### config.mk
export PLATFORM = sky130hd
export DESIGN_NAME = sram_burst_ctrl_flat
export DESIGN_NICKNAME = d
export VERILOG_FILES = /design/src/rtl/sram_ctrl_pkg.sv /design/src/rtl/sram_burst_ctrl_if.sv /design/src/rtl/sram_rd_fifo.sv /design/src/rtl/sram_burst_ctrl.sv /design/src/flat_wrapper.sv
export SDC_FILE = /design/constraint.sdc
export NUM_CORES = 1
export LEC_CHECK = 0
export ABC_AREA = 0
export CAP_MARGIN = 20
export CORE_AREA = 2 2 265 267
export DETAILED_ROUTE_END_ITERATION = 7
export DIE_AREA = 0 0 267 269
export GPL_TIMING_DRIVEN = 0
export MAX_ROUTING_LAYER = met4
export SLEW_MARGIN = 20
export SYNTH_ARGS = -nofsm -noshare
export SYNTH_HDL_FRONTEND = slang
export SYNTH_SLANG_ARGS = --single-unit
### constraint.sdc
create_clock -name clk -period 16 [get_ports clk]
set_input_delay 3.2 -clock clk [delete_from_list [all_inputs] [get_ports clk]]
set_output_delay 3.2 -clock clk [all_outputs]
set_load 0.1 [all_outputs]
### src/rtl/sram_ctrl_pkg.sv
// Shared definitions for the SRAM burst controller: FSM encoding and read-FIFO sizing.
package sram_ctrl_pkg;

  typedef enum logic [1:0] {
    ST_IDLE  = 2'd0,
    ST_WRITE = 2'd1,
    ST_READ  = 2'd2
  } state_e;

  localparam int RD_FIFO_DEPTH = 3;
  localparam int RD_CNT_W      = $clog2(RD_FIFO_DEPTH + 1);

endpackage

### src/rtl/sram_burst_ctrl_if.sv
// Command, write-stream, read-stream, status and SRAM-side signals of the burst controller.
interface sram_burst_ctrl_if #(
  parameter int ADDRESSSIZE = 10,
  parameter int WORDSIZE    = 8 * 20,
  parameter int LENW        = ADDRESSSIZE + 1
);
  logic                   cmd_valid;
  logic                   cmd_ready;
  logic                   cmd_write;
  logic [ADDRESSSIZE-1:0] cmd_addr;
  logic [LENW-1:0]        cmd_len;
  logic                   wr_valid;
  logic                   wr_ready;
  logic [WORDSIZE-1:0]    wr_data;
  logic                   rd_valid;
  logic                   rd_ready;
  logic [WORDSIZE-1:0]    rd_data;
  logic                   busy;
  logic                   done;
  logic                   sram_we;
  logic [ADDRESSSIZE-1:0] sram_addr;
  logic [WORDSIZE-1:0]    sram_din;
  logic [WORDSIZE-1:0]    sram_dout;

  // Controller side.
  modport slave (
    input  cmd_valid, cmd_write, cmd_addr, cmd_len, wr_valid, wr_data, rd_ready, sram_dout,
    output cmd_ready, wr_ready, rd_valid, rd_data, busy, done, sram_we, sram_addr, sram_din
  );

  // Datapath/loader plus SRAM side.
  modport master (
    output cmd_valid, cmd_write, cmd_addr, cmd_len, wr_valid, wr_data, rd_ready, sram_dout,
    input  cmd_ready, wr_ready, rd_valid, rd_data, busy, done, sram_we, sram_addr, sram_din
  );
endinterface

### src/rtl/sram_rd_fifo.sv
// Small synchronous FIFO that absorbs SRAM read latency and read-side backpressure.
module sram_rd_fifo
  import sram_ctrl_pkg::*;
#(
  parameter int WORDSIZE = 8 * 20
) (
  input  logic                clk,
  input  logic                rst_n,
  input  logic                push_i,
  input  logic [WORDSIZE-1:0] push_data_i,
  input  logic                pop_i,
  output logic [WORDSIZE-1:0] head_o,
  output logic [RD_CNT_W-1:0] count_o,
  output logic                empty_o
);

  logic [WORDSIZE-1:0] mem_q [RD_FIFO_DEPTH];
  logic [1:0]          wr_ptr_q, wr_ptr_d;
  logic [1:0]          rd_ptr_q, rd_ptr_d;
  logic [RD_CNT_W-1:0] count_q, count_d;
  logic                do_push, do_pop;

  function automatic logic [1:0] ptr_inc(input logic [1:0] p);
    return (p == 2'(RD_FIFO_DEPTH - 1)) ? 2'd0 : p + 2'd1;
  endfunction

  assign empty_o = (count_q == '0);
  assign count_o = count_q;
  assign head_o  = mem_q[rd_ptr_q];
  assign do_pop  = pop_i & ~empty_o;
  // A push into a full FIFO is only legal when a pop frees a slot the same cycle.
  assign do_push = push_i & ((count_q != RD_CNT_W'(RD_FIFO_DEPTH)) | do_pop);

  always_comb begin
    wr_ptr_d = wr_ptr_q;
    rd_ptr_d = rd_ptr_q;
    count_d  = count_q;
    if (do_push) wr_ptr_d = ptr_inc(wr_ptr_q);
    if (do_pop)  rd_ptr_d = ptr_inc(rd_ptr_q);
    case ({do_push, do_pop})
      2'b10:   count_d = count_q + RD_CNT_W'(1);
      2'b01:   count_d = count_q - RD_CNT_W'(1);
      default: count_d = count_q;
    endcase
  end

  always_ff @(posedge clk or negedge rst_n) begin
    if (!rst_n) begin
      wr_ptr_q <= '0;
      rd_ptr_q <= '0;
      count_q  <= '0;
    end else begin
      wr_ptr_q <= wr_ptr_d;
      rd_ptr_q <= rd_ptr_d;
      count_q  <= count_d;
    end
  end

  always_ff @(posedge clk) begin
    if (do_push) mem_q[wr_ptr_q] <= push_data_i;
  end

endmodule

### src/rtl/sram_burst_ctrl.sv
// Burst initiator for the single-port unified-buffer SRAM: write bursts stream straight through,
// read bursts are credit-limited so the 1-cycle SRAM latency never overruns the output FIFO.
module sram_burst_ctrl
  import sram_ctrl_pkg::*;
#(
  parameter int ADDRESSSIZE = 10,
  parameter int WORDSIZE    = 8 * 20,
  parameter int LENW        = ADDRESSSIZE + 1
) (
  input  logic            clk,
  input  logic            rst_n,
  sram_burst_ctrl_if.slave bus
);

  state_e                 state_q, state_d;
  logic [ADDRESSSIZE-1:0] addr_q, addr_d;
  logic [LENW-1:0]        rem_q, rem_d;
  logic                   pending_q, pending_d;
  logic                   done_q, done_d;

  logic [RD_CNT_W-1:0]    fifo_count;
  logic [WORDSIZE-1:0]    fifo_head;
  logic                   fifo_empty;
  logic                   fifo_pop;
  logic [2:0]             inflight;
  logic                   credit_ok;

  // Words in the FIFO plus the one returning from the SRAM must fit in the FIFO.
  assign inflight  = {1'b0, fifo_count} + {2'b00, pending_q};
  assign credit_ok = (inflight < 3'(RD_FIFO_DEPTH));
  assign fifo_pop  = ~fifo_empty & bus.rd_ready;

  assign bus.rd_valid = ~fifo_empty;
  assign bus.rd_data  = fifo_head;
  assign bus.busy     = (state_q != ST_IDLE);
  assign bus.done     = done_q;

  always_comb begin
    state_d       = state_q;
    addr_d        = addr_q;
    rem_d         = rem_q;
    pending_d     = 1'b0;
    done_d        = 1'b0;
    bus.cmd_ready = 1'b0;
    bus.wr_ready  = 1'b0;
    bus.sram_we   = 1'b0;
    bus.sram_addr = addr_q;
    bus.sram_din  = bus.wr_data;
    case (state_q)
      ST_IDLE: begin
        bus.cmd_ready = 1'b1;
        if (bus.cmd_valid) begin
          addr_d = bus.cmd_addr;
          rem_d  = bus.cmd_len;
          if (bus.cmd_len == '0) done_d  = 1'b1;
          else                   state_d = bus.cmd_write ? ST_WRITE : ST_READ;
        end
      end
      ST_WRITE: begin
        bus.wr_ready = 1'b1;
        bus.sram_we  = bus.wr_valid;
        if (bus.wr_valid) begin
          addr_d = addr_q + ADDRESSSIZE'(1);
          rem_d  = rem_q - LENW'(1);
          if (rem_q == LENW'(1)) begin
            state_d = ST_IDLE;
            done_d  = 1'b1;
          end
        end
      end
      ST_READ: begin
        if ((rem_q != '0) && credit_ok) begin
          addr_d    = addr_q + ADDRESSSIZE'(1);
          rem_d     = rem_q - LENW'(1);
          pending_d = 1'b1;
        end else if ((rem_q == '0) && !pending_q && fifo_empty) begin
          state_d = ST_IDLE;
          done_d  = 1'b1;
        end
      end
      default: state_d = ST_IDLE;
    endcase
  end

  always_ff @(posedge clk or negedge rst_n) begin
    if (!rst_n) begin
      state_q   <= ST_IDLE;
      addr_q    <= '0;
      rem_q     <= '0;
      pending_q <= 1'b0;
      done_q    <= 1'b0;
    end else begin
      state_q   <= state_d;
      addr_q    <= addr_d;
      rem_q     <= rem_d;
      pending_q <= pending_d;
      done_q    <= done_d;
    end
  end

  sram_rd_fifo #(.WORDSIZE(WORDSIZE)) u_rd_fifo (
    .clk         (clk),
    .rst_n       (rst_n),
    .push_i      (pending_q),
    .push_data_i (bus.sram_dout),
    .pop_i       (fifo_pop),
    .head_o      (fifo_head),
    .count_o     (fifo_count),
    .empty_o     (fifo_empty)
  );

endmodule

### src/flat_wrapper.sv
// flat-port wrapper written by rule: the top's interface ports become plain ports
module sram_burst_ctrl_flat import sram_ctrl_pkg::*;
#(
  parameter int ADDRESSSIZE = 10,
  parameter int WORDSIZE    = 8 * 20,
  parameter int LENW        = ADDRESSSIZE + 1
)
  (clk, rst_n, bus_cmd_valid, bus_cmd_write, bus_cmd_addr, bus_cmd_len, bus_wr_valid, bus_wr_data, bus_rd_ready, bus_sram_dout, bus_cmd_ready, bus_wr_ready, bus_rd_valid, bus_rd_data, bus_busy, bus_done, bus_sram_we, bus_sram_addr, bus_sram_din);
  sram_burst_ctrl_if #(.ADDRESSSIZE(ADDRESSSIZE), .WORDSIZE(WORDSIZE), .LENW(LENW)) bus_i ();
  input  logic clk;
  input  logic rst_n;
  input wire logic [$bits(bus_i.cmd_valid)-1:0] bus_cmd_valid;
  input wire logic [$bits(bus_i.cmd_write)-1:0] bus_cmd_write;
  input wire logic [$bits(bus_i.cmd_addr)-1:0] bus_cmd_addr;
  input wire logic [$bits(bus_i.cmd_len)-1:0] bus_cmd_len;
  input wire logic [$bits(bus_i.wr_valid)-1:0] bus_wr_valid;
  input wire logic [$bits(bus_i.wr_data)-1:0] bus_wr_data;
  input wire logic [$bits(bus_i.rd_ready)-1:0] bus_rd_ready;
  input wire logic [$bits(bus_i.sram_dout)-1:0] bus_sram_dout;
  output wire logic [$bits(bus_i.cmd_ready)-1:0] bus_cmd_ready;
  output wire logic [$bits(bus_i.wr_ready)-1:0] bus_wr_ready;
  output wire logic [$bits(bus_i.rd_valid)-1:0] bus_rd_valid;
  output wire logic [$bits(bus_i.rd_data)-1:0] bus_rd_data;
  output wire logic [$bits(bus_i.busy)-1:0] bus_busy;
  output wire logic [$bits(bus_i.done)-1:0] bus_done;
  output wire logic [$bits(bus_i.sram_we)-1:0] bus_sram_we;
  output wire logic [$bits(bus_i.sram_addr)-1:0] bus_sram_addr;
  output wire logic [$bits(bus_i.sram_din)-1:0] bus_sram_din;
  assign bus_i.cmd_valid = bus_cmd_valid;
  assign bus_i.cmd_write = bus_cmd_write;
  assign bus_i.cmd_addr = bus_cmd_addr;
  assign bus_i.cmd_len = bus_cmd_len;
  assign bus_i.wr_valid = bus_wr_valid;
  assign bus_i.wr_data = bus_wr_data;
  assign bus_i.rd_ready = bus_rd_ready;
  assign bus_i.sram_dout = bus_sram_dout;
  assign bus_cmd_ready = bus_i.cmd_ready;
  assign bus_wr_ready = bus_i.wr_ready;
  assign bus_rd_valid = bus_i.rd_valid;
  assign bus_rd_data = bus_i.rd_data;
  assign bus_busy = bus_i.busy;
  assign bus_done = bus_i.done;
  assign bus_sram_we = bus_i.sram_we;
  assign bus_sram_addr = bus_i.sram_addr;
  assign bus_sram_din = bus_i.sram_din;
  sram_burst_ctrl #(.ADDRESSSIZE(ADDRESSSIZE), .WORDSIZE(WORDSIZE), .LENW(LENW)) u_core (.clk(clk), .rst_n(rst_n), .bus(bus_i));
endmodule
## Word level (Yosys, flattened, before mapping)

Memory sizes are Yosys's and may differ from the RTL's.
Index checks and enable logic that the tools add are counted.

| word-level totals | value |
|---|---|
| memories | 1 |
| word-level logic and storage cells | 84 |
| register bits after elaboration | 31 |
| RAM bits | 480 |
| output and inout port bits | 336 |

| operators by class | value |
|---|---|
| bitwise gates (word level) | 5 |
| add/subtract/negate cells | 7 |
| multiplexer cells | 33 |
| equal/unequal tests | 15 |
| reduce and logical (&&, ||, !) cells | 14 |
| $lt $le $gt $ge | 1 |

Memory list:

| memory | depth | bits a word | rd ports | clocked after memory_dff | wr ports | RTL line | text |
|---|---|---|---|---|---|---|---|
| u_core.u_rd_fifo.mem_q | 3 | 160 | 1 | 0 | 1 | sram_rd_fifo.sv:17 | `logic [WORDSIZE-1:0] mem_q [RD_FIFO_DEPTH];` |

Operators with widths:

| cell | count |
|---|---|
| $mux 11 | 3 |
| $pmux 11 s3 | 1 |
| $mux 10 | 3 |
| $pmux 10 s3 | 1 |
| $logic_not 11->1 | 2 |
| $mux 2 | 9 |
| $mux 1 | 13 |
| $eq 11x1->1 const B | 1 |
| $reduce_bool 11->1 | 1 |
| $sub 11x1->11 const B | 1 |
| $add 10x1->10 const B | 1 |
| $ne 2x2->1 const B | 5 |
| $eq 2x2->1 const B | 4 |
| $add 2x1->2 const B | 3 |
| $ne 2x1->1 const B | 3 |
| $pmux 2 s3 | 1 |
| $reduce_and 6->1 | 1 |
| $eq 2x1->1 const B | 2 |
| $logic_not 2->1 | 2 |
| $pmux 2 s2 | 1 |
| $reduce_and 4->1 | 1 |
| $reduce_bool 2->1 | 2 |
| $add 2x1->3 | 1 |
| $and 1x1->1 | 3 |
| 8 further kinds | 10 |

## Longest topological paths before layout

| logic depth | value |
|---|---|
| word-level depth | 8 |
| depth in mapped cells | 9 |
| gate-level depth less buffers | 7 |

## By module

Synthesis repeated with hierarchy kept, for this count alone.

| second synthesis, totals | value |
|---|---|
| cell total of the unflattened synthesis | 1,403 |
| area, all modules | 20,975.1 µm² |

Modules (own cells, without submodules):

| module | area an instance (µm²) | times used | cells each | seq. area each (µm²) |
|---|---|---|---|---|
| sram_rd_fifo | 18,033.5 | 1 | 1,041 | 14,564.0 |
| sram_burst_ctrl | 2,941.6 | 1 | 362 | 625.6 |

## Least setup slack after synthesis

Ideal clock, no wire load.

| path | value |
|---|---|
| path kind | input port to flip-flop |
| start | input port bus_rd_ready |
| end | memory u_core.u_rd_fifo.mem_q[1][0] in the netlist's numbering, enable pin |
| setup slack | 64 ps |
| required time | 15,089 ps |
| buffers on the path | 0 |
| cell stages on the path | 2 |
| arrival time | 15,025 ps |
| cell sequence | o21ai_1 nor3b_1 |

| on the way | value |
|---|---|
| word-level cells in the longest chain between the ends | 6 |

RTL lines:

| item | RTL line | text |
|---|---|---|
| from (decl) | flat_wrapper.sv:18 | `input wire logic [$bits(bus_i.rd_ready)-1:0] bus_rd_ready;` |
| $and 1x1->1 | sram_burst_ctrl.sv:31 | `assign fifo_pop = ~fifo_empty & bus.rd_ready;` |
| $and 1x1->1 | sram_rd_fifo.sv:30 | `assign do_pop = pop_i & ~empty_o;` |
| $or 1x1->1 | sram_rd_fifo.sv:32 | `assign do_push = push_i & ((count_q != RD_CNT_W'(RD_FIFO_DEPTH)) \| do_pop);` |
| $and 1x1->1 | sram_rd_fifo.sv:32 |  |
| $mux 1 | sram_rd_fifo.sv:60 | `if (do_push) mem_q[wr_ptr_q] <= push_data_i;` |
| $mux 1 (implied by the code) | sram_rd_fifo.sv:60 |  |
| to (decl) | sram_rd_fifo.sv:17 |  |

Every way passes these cells.

## Final worst setup path

| path | value |
|---|---|
| start | register u_core.u_rd_fifo.rd_ptr_q[1] |
| end | output port bus_rd_data[85] |

| on the way | value |
|---|---|
| word-level cells in the longest chain between the ends | 1 |

RTL lines:

| item | RTL line | text |
|---|---|---|
| from (decl) | sram_rd_fifo.sv:19 | `logic [1:0] rd_ptr_q, rd_ptr_d;` |
| from (signal assigned) | sram_rd_fifo.sv:54 | `rd_ptr_q <= rd_ptr_d;` |
| $mem_v2 3x160 | - |  |
| to (decl) | flat_wrapper.sv:23 | `output wire logic [$bits(bus_i.rd_data)-1:0] bus_rd_data;` |

Every way passes these cells.

==> out/summary.txt <==
status: complete, no violations
met1 track utilization from global routing: 22.35%
Num CTS Buffers: 55
post-synth top area cell: edfxtp_1
Mapped Cells: 1398
Reg area: 15190 um^2
Worst-Skew Late Latency: 0.61 ns
CTS Buffer Depth: 3
final setup vio count: 0
GRT overflow: 0
grt met2 use: 34.34%
# H-tree levels: 2
global-route wire length before repair: 103000 um
die height: 269 um
RSZ-0062 raised after global routing: false
Max Clk Rate: 113.4 MHz
routed wire length: 76840 um
post-synth net total: 1756
num rows: 97
drt wl/cell: 24.98 um
hold path endpoint: u_core.rem_q[6]
Synth top area share: 69.11%
vias per inst: 4.562
most instantiated cells after synthesis: edfxtp_1 (480), nand2_1 (188), o21ai_0 (178), mux2i_1 (165), buf_4 (162)
worst vdd ir: 0.0002037 V
share of layout cells above drive strength 1: 16.51%
post-cts repair resize count: 0
Post-CTS Setup Bufs: 0
initial antenna violation count: 53
Slowest Stage Delay on Critical Path: 1.26 ns
Primary FF master, synth: edfxtp_1
max-slew violations: 0
Worst Tran Pin Value: 1.171 ns
Worst setup SP type: flip-flop
YS warnings: 0
TritonRoute pass-1 iters: 5
global placer's final weighted congestion: 0.9139
Inst Count DP: 2932
Total GRT Usage: 20.99%
GR peak layer: met2
crit path buf inv count: 5
crit-path leading delay family: buffers and inverters
DP HPWL: 61930 um
average size of a mapped cell: 14.92 um^2
CTS Root Cell: clkbuf_16
vias in the first global route: 14150
Core Region: 69300 um^2
Final Skew: 0.01919 ns
Max Cap Viol: 0
WP data required: 12.80 ns
Pwr Density: 232.7 nW/um^2
routed via count: 14030
CTS tree: built
Die X: 267 um
Slew HR: 21.66%
CP endpoint kind: primary output
Hold Crit Depth: 2
crit path DAT: 5.62 ns
Netlist cell types: 44
Final Cycle Share: 55.10%
DR iter-0 viols: 1027
GR Util met3: 6.840%
synthesized area: 20860 um^2
die area: 71820 um^2
reg2reg setup slack: 12.37 ns
RR Startpoint: u_core.u_rd_fifo.rd_ptr_q[1]
largest net degree at the start of global routing: 31
WS Path Type: flip-flop to primary output
critical-path cell list: clkbuf_1, clkbuf_1, clkbuf_1, clkbuf_1, nand2_1, o21ai_0, clkdlybuf4s50_1
Routed Antenna Nets: 0
top-count cell post-synth: edfxtp_1
io pins: 683
drc violations: 0
LEAKAGE: 0.01072 uW
CTS Sinks: 511
Filler Cell Count: 6255
post-synthesis sequential area ratio: 72.83%
final net count: 2407
port bufs: 522
most used cell, CP: clkbuf_1
area of the multi-input gates: 4168 um^2
CP max FO: 10
Initial Util: 30.10%
number of synthesized register bits: 511
Post-synth EDFFs: 480
Worst Reg-to-Reg Cells: 6
asr flop ratio synth: 6.067%
Hold Path Class: flip-flop to flip-flop
Layout Cells excl Fill: 3076
Clk pin slew, worst setup/hold paths: 0.06 ns
Area Overhead vs Synth: 43.39%
Synth area leaders: edfxtp_1 (69%), mux2i_1 (7.9%), buf_4 (5.8%)
cts hold-fix bufs: 0
fin crit period: 8.816 ns
Final Hold Fails: 0
RR Endpoint: u_core.u_rd_fifo.rd_ptr_q[1]
hold_sp: u_core.rem_q[6]
Hold WS: 0.5054 ns
Worst path slowest cell: clkdlybuf4s50_1
[sequential cells by signal, indices dropped and copies added, names as in the netlist]
signal and count:
u_core.u_rd_fifo.mem_q 480, u_core.pending_q 1, u_core.state_q 2, u_core.bus.done 1, u_core.u_rd_fifo.wr_ptr_q 2, u_core.u_rd_fifo.count_o 2
u_core.u_rd_fifo.rd_ptr_q 2, u_core.rem_q 11, u_core.bus.sram_addr 10
[layer usage]
layer	routed length (um)	share of wire, %	up-vias
met2	39730	52	629
met5	0	0	-
met1	27960	36	6936
met4	2643	3.4	0
li1	-	-	6359
met3	6509	8.5	109
[worst max-delay path by stage]
stage,from,endpoint,slack (ns),cells past startpoint
after floorplan,bus_rd_ready,u_core.u_rd_fifo.mem_q[1][0],0.06,2
after global placement,bus_rd_ready,u_core.u_rd_fifo.mem_q[1][107],-10.00,3
final,u_core.u_rd_fifo.rd_ptr_q[1],bus_rd_data[85],7.18,7
after global routing,u_core.u_rd_fifo.rd_ptr_q[1],bus_rd_data[85],6.86,7
after detailed placement,u_core.u_rd_fifo.rd_ptr_q[1],bus_rd_data[85],7.59,7
after CTS,u_core.u_rd_fifo.rd_ptr_q[1],bus_rd_data[85],6.91,7
[report_power, final]
part | switching, uW | leakage (uW) | total, uW | internal, uW
clock network | 531 | 0.000937 | 1340 | 805
registers | 88.5 | 0.00472 | 1790 | 1710
logic | 2940 | 0.00506 | 3830 | 890
[layout make-up]
| cell class | instances | share of cell area, % |
|---|---|---|
| flip-flops and latches | 511 | 50.79 |
| clock buffers | 68 | 4.937 |
| multi-input cells | 647 | 13.94 |
| plain buffers | 223 | 4.849 |
| repair buffers | 594 | 19.48 |
| diodes | 40 | 0.3347 |
| clock inverters | 36 | 1.531 |
| inverters | 17 | 0.2134 |
| well taps | 940 | 3.933 |
[worst reg2reg max path: stages, from the launching register on]
cell and delay (ns):
dfrtp_1 0.76, clkbuf_1 0.68, clkbuf_1 0.80, clkbuf_1 0.64
clkbuf_1 0.51, nand2_1 0.10, nand2_1 0.09
[stage by stage]
| stage | total power [uW] | setup slack, ns | utilization (%) | TNS, ns | cell area (um^2) |
|---|---|---|---|---|---|
| after floorplan | 4659 | 0.06394 | - | 0 | 20860 |
| after global placement | 5730 | -10.00 | 39.33 | -4550.18 | 27260 |
| after detailed placement | 5663 | 7.594 | 40.22 | 0 | 27870 |
| after CTS | 7015 | 6.910 | 43.01 | 0 | 29810 |
| after global routing | 7207 | 6.863 | 43.14 | 0 | 29900 |
| final | 6959 | 7.184 | 43.15 | 0 | 29910 |
[cell usage in the layout, fill, tap and decap left out, drive strengths merged, types with 2 or more instances in the layout]
cell	netlist	layout
clkdlybuf4s50	0	517
edfxtp	480	480
buf	176	253
nand2	188	188
o21ai	179	179
mux2i	165	165
clkbuf	47	115
diode	0	40
dfrtp	31	31
clkinv	0	22
inv	17	19
a21oi	11	11
ha	11	11
o22a	9	9
bufinv	0	9
nor2	8	8
nor3	8	8
nor4	7	7
nand3	6	6
or2	5	5
nand2b	5	5
a221oi	5	5
nor3b	5	5
a31oi	4	4
or3	3	3
o31a	3	3
a211o	3	3
clkinvlp	0	3
and3	2	2
a21o	2	2
nor2b	2	2
nor4b	2	2
xnor2	2	2
a21boi	2	2
[cell families (layout without fill, tap and decap cells)]
kind of cell             Yosys count  count (layout)  share of synthesized area, %
AO/OA/AOI/OAI                    224             224                         6.149
XOR/XNOR                           3               3                        0.1260
adder cells (fa/ha/maj)           11              11                        0.6599
buffers and inverters            240             938                         7.259
flip-flops                       511             511                         72.83
multiplexers                     166             166                         7.973
other                              0              40                             0
AND/OR/NAND/NOR                  243             243                         5.003
Power figures use the tool's default switching activity.
